===== src/rtl/floo_eoc_pkg.sv =====
// Shared types and constants for the FlooNoC end-of-computation monitor.
// State encoding is exported on state_o, so the values are fixed.
package floo_eoc_pkg;

  typedef enum logic [2:0] {
    EocIdle    = 3'd0,
    EocRun     = 3'd1,
    EocDrain   = 3'd2,
    EocDone    = 3'd3,
    EocTimeout = 3'd4
  } eoc_state_e;

  localparam int unsigned DefaultDrainCycles   = 100;
  localparam int unsigned DefaultTimeoutCycles = 1000000;

  // Bit offset of tile t inside the flattened per-core flag vector.
  function automatic int unsigned tile_slice(input int unsigned t, input int unsigned num_cores);
    return t * num_cores;
  endfunction

endpackage


===== src/rtl/floo_eoc_tile_tracker.sv =====
// Per-tile sticky capture of core end-of-sim flags; tile_done is the registered view,
// tile_done_next folds in the current flags so the FSM can react in the same cycle.
module floo_eoc_tile_tracker #(
  parameter int unsigned NumCores = 9
) (
  input  logic                clk,
  input  logic                rst,
  input  logic                capture,
  input  logic [NumCores-1:0] eos,
  output logic                tile_done,
  output logic                tile_done_next
);

  logic [NumCores-1:0] sticky;

  always_ff @(posedge clk) begin
    if (rst) begin
      sticky <= '0;
    end else if (capture) begin
      sticky <= sticky | eos;
    end
  end

  assign tile_done      = &sticky;
  assign tile_done_next = &(sticky | eos);

endmodule


===== src/rtl/floo_eoc_monitor.sv =====
// End-of-computation monitor: latches per-core completion, waits for a NoC drain period,
// then reports done; a watchdog reports timeout instead. done_o/timeout_o lag the state by one cycle.
module floo_eoc_monitor
  import floo_eoc_pkg::*;
#(
  parameter int unsigned NumTiles      = 4,
  parameter int unsigned NumCores      = 9,
  parameter int unsigned DrainCycles   = DefaultDrainCycles,
  parameter int unsigned TimeoutCycles = DefaultTimeoutCycles,
  parameter int unsigned CntWidth      = 32
) (
  input  logic                         clk_i,
  input  logic                         rst_i,
  input  logic                         en_i,
  input  logic [NumTiles-1:0]          tile_mask_i,
  input  logic [NumTiles*NumCores-1:0] core_eos_i,
  input  logic                         noc_idle_i,
  output logic [NumTiles-1:0]          tiles_done_o,
  output logic [2:0]                   state_o,
  output logic                         done_o,
  output logic                         timeout_o,
  output logic [CntWidth-1:0]          elapsed_o
);

  if (NumTiles == 0 || NumCores == 0) begin : g_bad_dims
    $error("floo_eoc_monitor: NumTiles and NumCores must be at least 1");
  end
  if (CntWidth == 0 ||
      (CntWidth < 32 && ((DrainCycles >> CntWidth) != 0 || (TimeoutCycles >> CntWidth) != 0)))
  begin : g_bad_width
    $error("floo_eoc_monitor: DrainCycles/TimeoutCycles do not fit in CntWidth");
  end

  localparam logic [CntWidth-1:0] DrainLast   = CntWidth'(DrainCycles == 0 ? 0 : DrainCycles - 1);
  localparam logic [CntWidth-1:0] TimeoutLast = CntWidth'(TimeoutCycles == 0 ? 0 : TimeoutCycles - 1);
  localparam logic [CntWidth-1:0] CntMax      = '1;

  eoc_state_e          state;
  logic [CntWidth-1:0] drain_cnt;
  logic [CntWidth-1:0] elapsed;
  logic [NumTiles-1:0] tile_done_next;
  logic [NumTiles-1:0] tiles_done;
  logic                done;
  logic                timeout;
  logic                capture;
  logic                active;
  logic                all_done;
  logic                wd_expire;
  logic                drain_last;

  assign capture = (state != EocIdle);
  assign active  = (state == EocRun) || (state == EocDrain);

  for (genvar t = 0; t < NumTiles; t++) begin : g_tile
    floo_eoc_tile_tracker #(
      .NumCores(NumCores)
    ) u_tracker (
      .clk           (clk_i),
      .rst           (rst_i),
      .capture       (capture),
      .eos           (core_eos_i[tile_slice(t, NumCores) +: NumCores]),
      .tile_done     (tiles_done[t]),
      .tile_done_next(tile_done_next[t])
    );
  end

  // Masked-off tiles count as finished; an empty mask completes vacuously.
  assign all_done   = &(~tile_mask_i | tile_done_next);
  assign wd_expire  = (TimeoutCycles != 0) && en_i && (elapsed == TimeoutLast);
  assign drain_last = en_i && noc_idle_i && (drain_cnt == DrainLast);

  // Completion is checked ahead of the watchdog so a same-edge DONE wins,
  // while RUN->DRAIN yields to the watchdog.
  always_ff @(posedge clk_i) begin
    if (rst_i) begin
      state   <= EocIdle;
      done    <= 1'b0;
      timeout <= 1'b0;
    end else begin
      done    <= (state == EocDone);
      timeout <= (state == EocTimeout);
      case (state)
        EocIdle: begin
          if (en_i) state <= EocRun;
        end
        EocRun: begin
          if (en_i && all_done && DrainCycles == 0) state <= EocDone;
          else if (wd_expire)                       state <= EocTimeout;
          else if (en_i && all_done)                state <= EocDrain;
        end
        EocDrain: begin
          if (drain_last)     state <= EocDone;
          else if (wd_expire) state <= EocTimeout;
        end
        default: state <= state;
      endcase
    end
  end

  always_ff @(posedge clk_i) begin
    if (rst_i) begin
      drain_cnt <= '0;
    end else if (state != EocDrain || !noc_idle_i) begin
      drain_cnt <= '0;
    end else if (en_i) begin
      drain_cnt <= drain_cnt + CntWidth'(1);
    end
  end

  always_ff @(posedge clk_i) begin
    if (rst_i) begin
      elapsed <= '0;
    end else if (en_i && active && elapsed != CntMax) begin
      elapsed <= elapsed + CntWidth'(1);
    end
  end

  assign tiles_done_o = tiles_done;
  assign state_o      = state;
  assign done_o       = done;
  assign timeout_o    = timeout;
  assign elapsed_o    = elapsed;

endmodule


===== config.mk =====
export PLATFORM = sky130hd
export DESIGN_NAME = floo_eoc_monitor
export DESIGN_NICKNAME = d
export VERILOG_FILES = /design/src/rtl/floo_eoc_pkg.sv /design/src/rtl/floo_eoc_tile_tracker.sv /design/src/rtl/floo_eoc_monitor.sv
export SDC_FILE = /design/constraint.sdc
export NUM_CORES = 1
export LEC_CHECK = 0
export ABC_CLOCK_PERIOD_IN_PS = 2300
export CAP_MARGIN = 15
export CORE_MARGIN = 1
export CORE_UTILIZATION = 40
export DETAILED_ROUTE_END_ITERATION = 7
export DONT_BUFFER_PORTS = 1
export PLACE_DENSITY = 0.58
export SYNTH_ARGS = -nofsm -noshare
export SYNTH_HDL_FRONTEND = slang
export SYNTH_SLANG_ARGS = --single-unit

===== constraint.sdc =====
create_clock -name clk_i -period 2.3 [get_ports clk_i]
set_input_delay 0.23 -clock clk_i [delete_from_list [all_inputs] [get_ports clk_i]]
set_output_delay 0.23 -clock clk_i [all_outputs]
set_load 0.02 [all_outputs]

== Word-level counts from Yosys, hierarchy flattened ==
Index checks and enable logic that the tools add are counted.

* $add $sub $neg: 2
* $mul: 0
* Divide/modulo/power cells: 0
* Magnitude comparators: 0
* Eq/ne operators: 11
* Shifts and indexed selects: 0
* Mux-type cells: 6
* Bitwise gates (word level): 6
* Reductions and logical operators: 23

{| class="wikitable"
|+ Operators by type and width
! kind !! number
|-
| 9-bit AND reduction || 8
|-
| 32-bit by 1-bit adder with 32-bit output, second input constant || 2
|-
| 9-bit bitwise OR || 4
|-
| 32-bit by 20-bit equality test with 1-bit output, second input constant || 1
|-
| 32-bit by 7-bit equality test with 1-bit output, second input constant || 1
|-
| 32-bit != test, second input constant || 1
|-
| 3-bit two-way mux || 5
|-
| 3-bit case mux with 3 select lines || 1
|-
| 4-bit AND reduction || 2
|-
| 3-bit by 2-bit equality test with 1-bit output, second input constant || 2
|-
| 1-bit logical AND || 6
|-
| 3-bit by 2-bit != test with 1-bit output, second input constant || 2
|-
| 3-bit nonzero test || 2
|-
| 4-bit NOT || 1
|-
| 4-bit bitwise OR || 1
|-
| 3-bit by 1-bit equality test with 1-bit output, second input constant || 1
|-
| 3-bit equality test, second input constant || 1
|-
| 3-bit zero test || 1
|-
| 3-bit != test, second input constant || 1
|-
| 1-bit logical OR || 2
|-
| 2-bit != test, second input constant || 1
|-
| 2-bit OR reduction || 1
|-
| 1-bit zero test || 1
|}

* Register bits: 105
* Bits in latches: 0
* Bits in writable memories: 0
* ROM bits: 0
* Input port bits: 44
* Output and inout bits: 41
* Logic and storage cells: 57
* Memories kept: 0

== Depth between registers and ports, before layout ==
Gate-level depths: netlist of run 1.

* Word-level depth: 8
* Mapped depth: 9
* Gate-level depth less buffers: 8

== Hierarchy ==
From an unflattened synthesis of run 1, not the netlist that was laid out.

* Cells, all modules: 569
* Area total of the unflattened synthesis: 4803.4 um2

{| class="wikitable"
|+ By module, submodules not included
! module !! times used !! cells each !! area an instance (um2) !! sequential area each (um2)
|-
| floo_eoc_monitor || 1 || 409 || 3497.1 || 1381.3
|-
| floo_eoc_tile_tracker || 4 || 40 || 326.6 || 180.2
|}

== Worst setup path before layout of run 1 ==
OpenSTA, ideal clock, no wires.

* Path type: reg-to-reg
* From: reg elapsed[0] (netlist: elapsed_o[0])
* To: reg elapsed[7] (netlist: elapsed_o[7])
* Library setup time: 0.128 ns
* Arrival time: 2.101 ns
* Data required time: 2.172 ns
* Setup slack: 0.071 ns
* Cell stages (with the launch flop): 10
* Buffers on the path: 1
* Clock period less this slack: 2.229 ns
* Cell sequence: dfxtp_1 > ha_1 > nand3_1 > nor4_2 > and2_1 > a41oi_2 > buf_2 > nand3_1 > xor2_1 > nor2_1

* Cells in the longest elaborated chain, start to end: 2
* Elaborated cells between the ends (all ways): 3
* Classes of those cells: add/sub: 1; eq/ne: 1; reduce/logical: 1

{| class="wikitable"
|+ Ends and longest elaborated chain
! what !! line !! text
|-
| start: declaration || floo_eoc_monitor.sv:40 || <nowiki>logic [CntWidth-1:0] elapsed;</nowiki>
|-
| start signal: assignment || floo_eoc_monitor.sv:114 || <nowiki>elapsed <= elapsed + CntWidth'(1);</nowiki>
|-
| parallel branches: the longest is 2 deep, another holds 32-bit by 1-bit adder with 32-bit output || n/a ||
|}

Several ways; the timed one is not identified.
A chain may end at the register's enable or synchronous reset.

== Final worst setup path of run 1 ==
* From: reg drain_cnt[0]
* To: reg drain_cnt[20]

* Cells in the longest elaborated chain, start to end: 1

{| class="wikitable"
|+ Ends and longest elaborated chain
! what !! line !! text
|-
| start: declaration || floo_eoc_monitor.sv:39 || <nowiki>logic [CntWidth-1:0] drain_cnt;</nowiki>
|-
| start signal: assignment || floo_eoc_monitor.sv:106 || <nowiki>drain_cnt <= drain_cnt + CntWidth'(1);</nowiki>
|-
| 32-bit by 1-bit adder with 32-bit output || floo_eoc_monitor.sv:106 ||
|}

No other way between the ends.

==> flow_metrics.tcl, run 1 <==
set metrics [dict create \
    grt_max_degree 73 \
    synthTopCellsByCount "107 x nor2_1, 105 x dfxtp_1, 45 x a21oi_1, 45 x xor2_1, 31 x nand2_1" \
    post-place-ws_ns 0.1942 \
    setup_viol 0 \
    yosys_warnings 0 \
    cts_buffers 9 \
    drv_slew 0 \
    clkLatencyLatePin_ns 0.35 \
    synthToLayoutAreaGrowth_pct 16.15 \
    syn-num-nets 581 \
    fin_crit_sh 0.9070 \
    hp-start "core_eos_i[29]" \
    detail-route-antenna-nets 0 \
    startpoint "drain_cnt[0]" \
    worst_r2r_path_depth 8 \
    path_delay_family "simple AND/OR/NAND/NOR gates" \
    synth_top_family_by_area "simple AND/OR/NAND/NOR gates" \
    cp_cell_sequence "ha_1, nand4_1, nor3_1, and2_1, and3_1, and3_1, xnor2_1, nor2_1" \
    synthCells 535 \
    endpoint_kind "flip-flop" \
    p_leak_nw 1.919 \
    grt_pass1_vias 3617 \
    drt_iter0_drc 223 \
    synthMuxAreaShare 0.004410 \
    clk_pin_slew_ns 0.07 \
    cpMaxStageDelayCell "dfxtp_1" \
    htree_levels 3 \
    synth.distinct_cells 41 \
    max_freq_mhz 479.4 \
    yosysMostFrequentCell "nor2_1" \
    fin_crit_ns 2.086 \
    holdPathStages 2 \
    grtUsageTotal 0.1821 \
    cap_viol_max_count 0 \
    vias 3786 \
    die_area_um2 11780 \
    antenna_found_initial 0 \
    synthAdderAreaFrac 0.005513 \
    tightest_slew_ns 0.6350 \
    grt_pass1_wl_mm 16.70 \
    synth-xor-area-share 0.1100 \
    drcViolationCount 0 \
    wl_mm 10.31 \
    vias_per_cell 5.332 \
    start_kind "flip-flop" \
    yosys.area.top_type "dfxtp_1" \
    rows 38 \
    path_depth 8 \
    firstDrtPassIters 4 \
    cp_common_cell "and3_1" \
    synth_simple_gate_area_frac 0.2822 \
    die_h_um 108.5 \
    dpl.hpwl_mm 7.487 \
    async_reset_ff_frac 0 \
    worst-setup-path-type "flip-flop to flip-flop" \
    cts_setup_buffers 0 \
    syn_area_um2 4539 \
    core-area_um2 10940 \
    gp_congestion 0.7839 \
    die_w_um 108.5 \
    cts_root_buffer "clkbuf_16" \
    finalHoldViolCount 0 \
    drive_gt1_frac 0.1211 \
    rr_startpoint "drain_cnt[0]" \
    wl_per_cell_um 14.52 \
    synth-edff-count 0 \
    antenna_cells 0 \
    reg2reg_slack_ns 0.21 \
    synth_top_area_frac 0.4631 \
    worstPathArrival_ns 2.32 \
    synth-compound-area-share 0.1031 \
    initial_core_util 0.4151 \
    io_buffer_count 0 \
    fin_util 0.4822 \
    rsz0062_at_grt "no" \
    synthFlopType "dfxtp_1" \
    power.density_nw_per_um2 847.9 \
    cp_slowest_stage_delay_ns 0.39 \
    io-pin-count 85 \
    worst-path-buf-inv 0 \
    clock_sinks 105 \
    slew_headroom 0.5734 \
    cp.required_ns 2.53 \
    critPathMaxFanout 5 \
    status "complete, no violations" \
    whs_ns 0.02187 \
    min-delay-path-class "input pin to flip-flop" \
    ys_top_cells_by_area "dfxtp_1 46%, nor2_1 8.8%, xor2_1 8.7%" \
    tns_ns 0 \
    clockBufferDepth 2 \
    ys_seq_area_frac 0.4631 \
    skew_ns 0.009659 \
    worst_slack_ns 0.2139 \
    layout.nets 611 \
    cts_tree "yes" \
    avgSynthCellArea_um2 8.485 \
    ir_drop_v 0.0004201 \
    synth.ff_latch_count 105 \
    overflow 0 \
]
## routing by layer
metal / GRT usage / share of wire / wire length (um) / vias to the layer above
li1: - / - / - / 1939
met1: 0.2328 / 0.48 / 4911 / 1766
met2: 0.2780 / 0.44 / 4546 / 72
met3: 0.06691 / 0.070 / 718 / 9
met4: 0.06950 / 0.013 / 132 / 0
met5: 0 / 0 / 0 / -
## logic make-up (layout without fill, tap and decap cells)
family	count (synthesis)	after routing
buffers and inverters	32	67
adders and majority gates	2	2
muxes	2	2
DFF	105	105
AOI/OAI and AO/OA	77	77
and+or+nand+nor	260	260
xor gates and xnor gates	57	57
## where the power goes
group	internal, mW	total [mW]	leakage (nW)	switching (mW)
Sequential	2.03	2.20	0.854	0.165
Clock	0.875	1.55	0.145	0.670
Combinational	0.298	0.730	0.921	0.432
## final timing paths
path                                         to
hold / removal    g_tile[3].u_tracker.sticky[2]
hold reg to reg   g_tile[1].u_tracker.sticky[3]
setup / recovery                  drain_cnt[20]
setup reg to reg                  drain_cnt[20]
## sequential cells by signal, indices dropped and copies added, names as in the netlist
register / flops
timeout_o: 1
elapsed_o: 32
g_tile.u_tracker.sticky: 36
state_o: 3
drain_cnt: 32
done_o: 1
## layout make-up
class / instances / area [um2]
Sequential cell: 105 / 2102
Multi-Input combinational cell: 398 / 2308
Tap cell: 140 / 175.2
Clock buffer: 10 / 239.0
Inverter: 6 / 22.52
Clock inverter: 6 / 67.56
Timing Repair Buffer: 45 / 357.8
Fill cell: 1096 / 5663
## what timing repair did
action,4_1_cts,5_1_grt
hold buffers,1,0
setup endpoints to repair,0,5
resized for setup,0,3
hold endpoints to repair,72,0
## through the flow
step | total power [mW] | cells | area, um2
4_1_cts | 4.534 | 710 | 5258
3_3_place_gp | 2.916 | 693 | 4923
3_5_place_dp | 2.942 | 693 | 4923
6_report | 4.471 | 710 | 5273
2_1_floorplan | 2.762 | 535 | 4539
5_1_grt | 4.751 | 710 | 5273
## placed cells by master (no fill, tap or decap), drive strengths merged, types with 3 or more instances in the layout
master,netlist,routed
nand4,27,27
clkinv,0,3
inv,6,6
nand3,26,26
o22ai,11,11
nor3b,3,3
xnor2,12,12
xor2,45,45
o221ai,4,4
o21ai,7,7
nor2,107,107
clkbuf,17,10
o41ai,3,3
buf,9,45
and4,6,6
dfxtp,105,105
and2,7,7
nor4,13,13
nor4b,3,3
or3,6,6
and3,13,13
nor3,13,13
a21oi,45,45
nand2,31,31
Power figures use the tool's default switching activity.
==> run 2, diff against run 1 <==
Settings changed: CTS_BUF_LIST set to sky130_fd_sc_hd__clkbuf_2, GPL_TIMING_DRIVEN set to 0, PLACE_DENSITY 0.58 to not set, PLACE_DENSITY_LB_ADDON set to 0.12.
==> flow_metrics.tcl, run 2 (same netlist as run 1, synthesis figures left out) <==
set metrics [dict create \
    cts_tree "yes" \
    die_h_um 108.5 \
    final_cell_mix "107 x nor2_1, 75 x dfxtp_1, 45 x xor2_1, 45 x a21oi_1, 43 x dlygate4sd3_1" \
    max_freq_mhz 462.8 \
    die_area_um2 11780 \
    cp_cell_sequence "nand2_1, nor4_4, and2_1, a41oi_2, buf_2, nand3_1, xor2_1, nor2_1" \
    grt_pass1_vias 3671 \
    io-pin-count 85 \
    detail-route-antenna-nets 0 \
    grt_pass1_wl_mm 17.44 \
    largest_reg_flops 36 \
    finalHoldViolCount 0 \
    use_met1 0.2404 \
    post-place-ws_ns -0.2365 \
    critPathMaxFanout 10 \
    clock_sinks 105 \
    worst_r2r_path_depth 8 \
    firstDrtPassIters 4 \
    p_sw_mw 1.250 \
    worst-path-buf-inv 1 \
    cp_slowest_stage_delay_ns 0.63 \
    endpoint_kind "flip-flop" \
    cp.required_ns 2.79 \
    seqPwrFrac 0.585 \
    p_int_mw 2.617 \
    drcViolationCount 0 \
    vias_per_cell 5.404 \
    setup_viol 0 \
    clockBufferDepth 2 \
    switching_share 0.3233 \
    holdPathStages 2 \
    gp_congestion 0.8079 \
    rows 38 \
    wl_mm 11.09 \
    start_kind "flip-flop" \
    startpoint "elapsed_o[4]" \
    dpl.hpwl_mm 7.638 \
    skew_ns 0.04381 \
    synthToLayoutAreaGrowth_pct 18.69 \
    power.density_nw_per_um2 717.8 \
    drt_iter0_drc 232 \
    die_w_um 108.5 \
    drv_slew 0 \
    cts_buffers 9 \
    fin_util 0.4927 \
    ir_drop_v 0.0004801 \
    clkLatencyLatePin_ns 0.62 \
    grt_most_used_layer "met2" \
    initial_core_util 0.4151 \
    vias 3983 \
    hp-start "rst_i" \
    antenna_cells 0 \
    layout_commonest_cell "nor2_1" \
    clkPwrFrac 0.222 \
    min-delay-path-class "input pin to flip-flop" \
    overflow 0 \
    drive_gt1_frac 0.1206 \
    worst_slack_ns 0.1391 \
    fin_crit_sh 0.9395 \
    cts_root_buffer "clkbuf_2" \
    slew_headroom 0.6306 \
    nFillCells 1066 \
    status "complete, no violations" \
    r2r_end "elapsed_o[9]" \
    cap_viol_max_count 0 \
    met3_usage 0.06570 \
    clk_pin_slew_ns 0.29 \
    hold_path_end "timeout_o" \
    worstPathArrival_ns 2.65 \
    grtUsageTotal 0.1915 \
    antenna_found_initial 0 \
    htree_levels 3 \
    layout.nets 638 \
    cpMaxStageDelayCell "dfxtp_1" \
    fin_crit_ns 2.161 \
    wl_per_cell_um 15.05 \
    tightest_slew_ns 0.5520 \
    core-area_um2 10940 \
    tns_ns 0 \
    grt_util_met2 0.3097 \
    io_buffer_count 0 \
    regMostFlops "g_tile.u_tracker.sticky" \
    pwr-share-comb 0.194 \
    p_leak_nw 1.891 \
    grt_max_degree 17 \
    worst-setup-path-type "flip-flop to flip-flop" \
    path_delay_family "simple AND/OR/NAND/NOR gates" \
    rr_startpoint "elapsed_o[4]" \
    reg2reg_slack_ns 0.14 \
]
==> run 2: what timing repair did <==
item	CTS	global route
endpoints found under the hold margin	41	0
buffers inserted	3	1
endpoints found under the setup margin	31	55
gates resized for setup	13	35
hold buffers	43	0
pin swaps	1	3
==> run 2: power by group through the flow <==
| stage | combinational [mW] | clock [mW] | sequential, mW |
|---|---|---|---|
| floorplan | 0.530 | 0 | 2.23 |
| global placement | 0.645 | 0 | 2.28 |
| detailed placement | 0.656 | 0 | 2.29 |
| CTS | 0.734 | 0.908 | 2.26 |
| global route | 0.849 | 0.975 | 2.30 |
| finish | 0.749 | 0.857 | 2.26 |
==> run 2: layer usage <==
layer  vias to the layer above  share of wire  routed length, um
met5                         -              0                  0
met4                         0          0.011                122
met3                         9          0.065                726
met2                        92           0.46               5083
met1                      1889           0.47               5159
li1                       1993              -                  -
==> run 2: worst max-delay path by stage <==
stage	to	slack (ns)	cells past startpoint
2_1_floorplan	elapsed_o[7]	0.07	9
3_3_place_gp	elapsed_o[7]	-0.23	9
3_5_place_dp	elapsed_o[3]	-0.24	9
4_1_cts	elapsed_o[9]	0.01	9
5_1_grt	elapsed_o[31]	-0.03	8
6_report	elapsed_o[9]	0.14	8
==> run 2: layout make-up <==
class / count / area [um2] / share of cell area
Multi-Input combinational cell: 398 / 2345 / 0.4352
Timing Repair Buffer: 47 / 460.4 / 0.08546
Tap cell: 140 / 175.2 / 0.03251
Clock buffer: 11 / 55.05 / 0.01022
Clock inverter: 5 / 56.30 / 0.01045
Sequential cell: 105 / 2155 / 0.3999
Buffer: 25 / 118.9 / 0.02206
Inverter: 6 / 22.52 / 0.004180
==> run 2: metrics by stage <==
stage | power [mW] | cell area (um2) | instances | hold WS, ns
2_1_floorplan | 2.762 | 4539 | 535 | 0.3693
3_3_place_gp | 2.929 | 4715 | 675 | 0.3711
3_5_place_dp | 2.944 | 4715 | 675 | 0.3786
4_1_cts | 3.900 | 5304 | 737 | 0.01684
5_1_grt | 4.120 | 5388 | 737 | 0.06165
6_report | 3.867 | 5388 | 737 | 0.05059
==> run 3, diff against run 2 <==
Settings changed: CORE_ASPECT_RATIO set to 2.
==> flow_metrics.tcl, run 3 (same netlist as run 1, synthesis figures left out) <==
set metrics [dict create \
    seqPwrFrac 0.583 \
    power.density_nw_per_um2 713.8 \
    clkLatencyLatePin_ns 0.63 \
    vias 3996 \
    ir_drop_v 0.0004313 \
    tns_ns 0 \
    fin_crit_ns 2.182 \
    clock_sinks 105 \
    worstPathArrival_ns 2.78 \
    drt_iter0_drc 168 \
    fin_crit_sh 0.9487 \
    worst-setup-path-type "flip-flop to flip-flop" \
    slew_headroom 0.6063 \
    wl_mm 11.84 \
    power_mw 3.871 \
    die_h_um 152.7 \
    status "complete, no violations" \
    detail-route-antenna-nets 0 \
    finalHoldViolCount 0 \
    final_cell_mix "107 x nor2_1, 71 x dfxtp_1, 45 x xor2_1, 45 x a21oi_1, 41 x dlygate4sd3_1" \
    largest_reg_flops 36 \
    dpl.hpwl_mm 8.530 \
    die_area_um2 11800 \
    fin_cells 737 \
    setup_viol 0 \
    overflow 0 \
    p_leak_nw 1.920 \
    dp.cells 675 \
    switching_share 0.3439 \
    skew_ns 0.04638 \
    gp_congestion 0.7811 \
    critPathMaxFanout 9 \
    drv_slew 0 \
    vias_per_cell 5.422 \
    p_int_mw 2.540 \
    clockBufferDepth 2 \
    pwr-share-comb 0.197 \
    cts_root_buffer "clkbuf_2" \
    min-delay-path-class "input pin to flip-flop" \
    htree_levels 3 \
    synthToLayoutAreaGrowth_pct 19.46 \
    cts_tree "yes" \
    cts_buffers 9 \
    clk_pin_slew_ns 0.33 \
    firstDrtPassIters 6 \
    layout_commonest_cell "nor2_1" \
    initial_core_util 0.4147 \
    rows 54 \
    drcViolationCount 0 \
    grt_pass1_wl_mm 19.13 \
    antenna_found_initial 1 \
    drive_gt1_frac 0.1342 \
    whs_ns 0.03913 \
    rsz0062_at_grt "no" \
    grtUsageTotal 0.2046 \
    cp.required_ns 2.90 \
    p_sw_mw 1.331 \
    die_w_um 77.33 \
    grt_pass1_vias 4012 \
    clkPwrFrac 0.220 \
    core-area_um2 10950 \
    tightest_slew_ns 0.5884 \
    grt_max_degree 20 \
    layout.nets 637 \
    cap_viol_max_count 0 \
    endpoint_kind "flip-flop" \
    start_kind "flip-flop" \
    wl_per_cell_um 16.06 \
    io_buffer_count 0 \
    io-pin-count 85 \
    max_freq_mhz 458.3 \
    regMostFlops "g_tile.u_tracker.sticky" \
]
[run 3: area by class of cell]
class	instances	area, um2
clock inverter	6	57.56
clock buffer	10	50.05
multi-input combinational	398	2371
antenna	1	2.502
sequential	105	2177
inverter	6	22.52
tap	140	175.2
buffer	25	118.9
timing repair buffer	46	447.9
fill	1084	5523
[run 3: layer usage]
metal | wire (um) | global-route usage
met1 | 4419 | 0.1985
met2 | 6592 | 0.3999
met3 | 594 | 0.04970
met4 | 233 | 0.07727
met5 | 0 | 0
[run 3: critical path, cell delays in order, from the launching register on]
cell	delay [ns]
dfxtp_2	0.49
buf_2	0.22
nor3b_4	0.23
o21ai_2	0.14
a211oi_4	0.33
buf_4	0.19
nand2_2	0.10
or3_1	0.32
a21oi_1	0.14
[run 3: path summary, 6_finish.rpt]
path	startpoint	end	slack [ns]	cells past startpoint
hold / removal	tile_mask_i[1]	state_o[1]	0.04	4
setup / recovery	state_o[1]	elapsed_o[26]	0.12	8
setup reg to reg	state_o[1]	elapsed_o[26]	0.12	8
hold reg to reg	drain_cnt[6]	drain_cnt[6]	0.53	2
[run 3: metrics by stage]
step	util	area [um2]	setup slack, ns
detailed placement	0.4307	4715	-0.2744
global placement	0.4307	4715	-0.2341
CTS	0.4879	5340	0.008046
finish	0.4954	5423	0.1179
global route	0.4954	5423	0.002388
floorplan	-	4539	0.07101
[run 3: repair_timing]
item,in CTS,in global routing
hold buffers,41,0
pin swaps,1,3
hold endpoints to repair,41,0
setup endpoints to repair,39,54
gates resized for setup,35,28
setup buffers,2,3
[run 3: power groups by stage]
stage | registers [mW] | logic (mW) | clock network, mW
floorplan | 2.23 | 0.530 | 0
global placement | 2.29 | 0.651 | 0
detailed placement | 2.29 | 0.667 | 0
CTS | 2.26 | 0.752 | 0.889
global route | 2.29 | 0.862 | 0.962
finish | 2.26 | 0.761 | 0.851
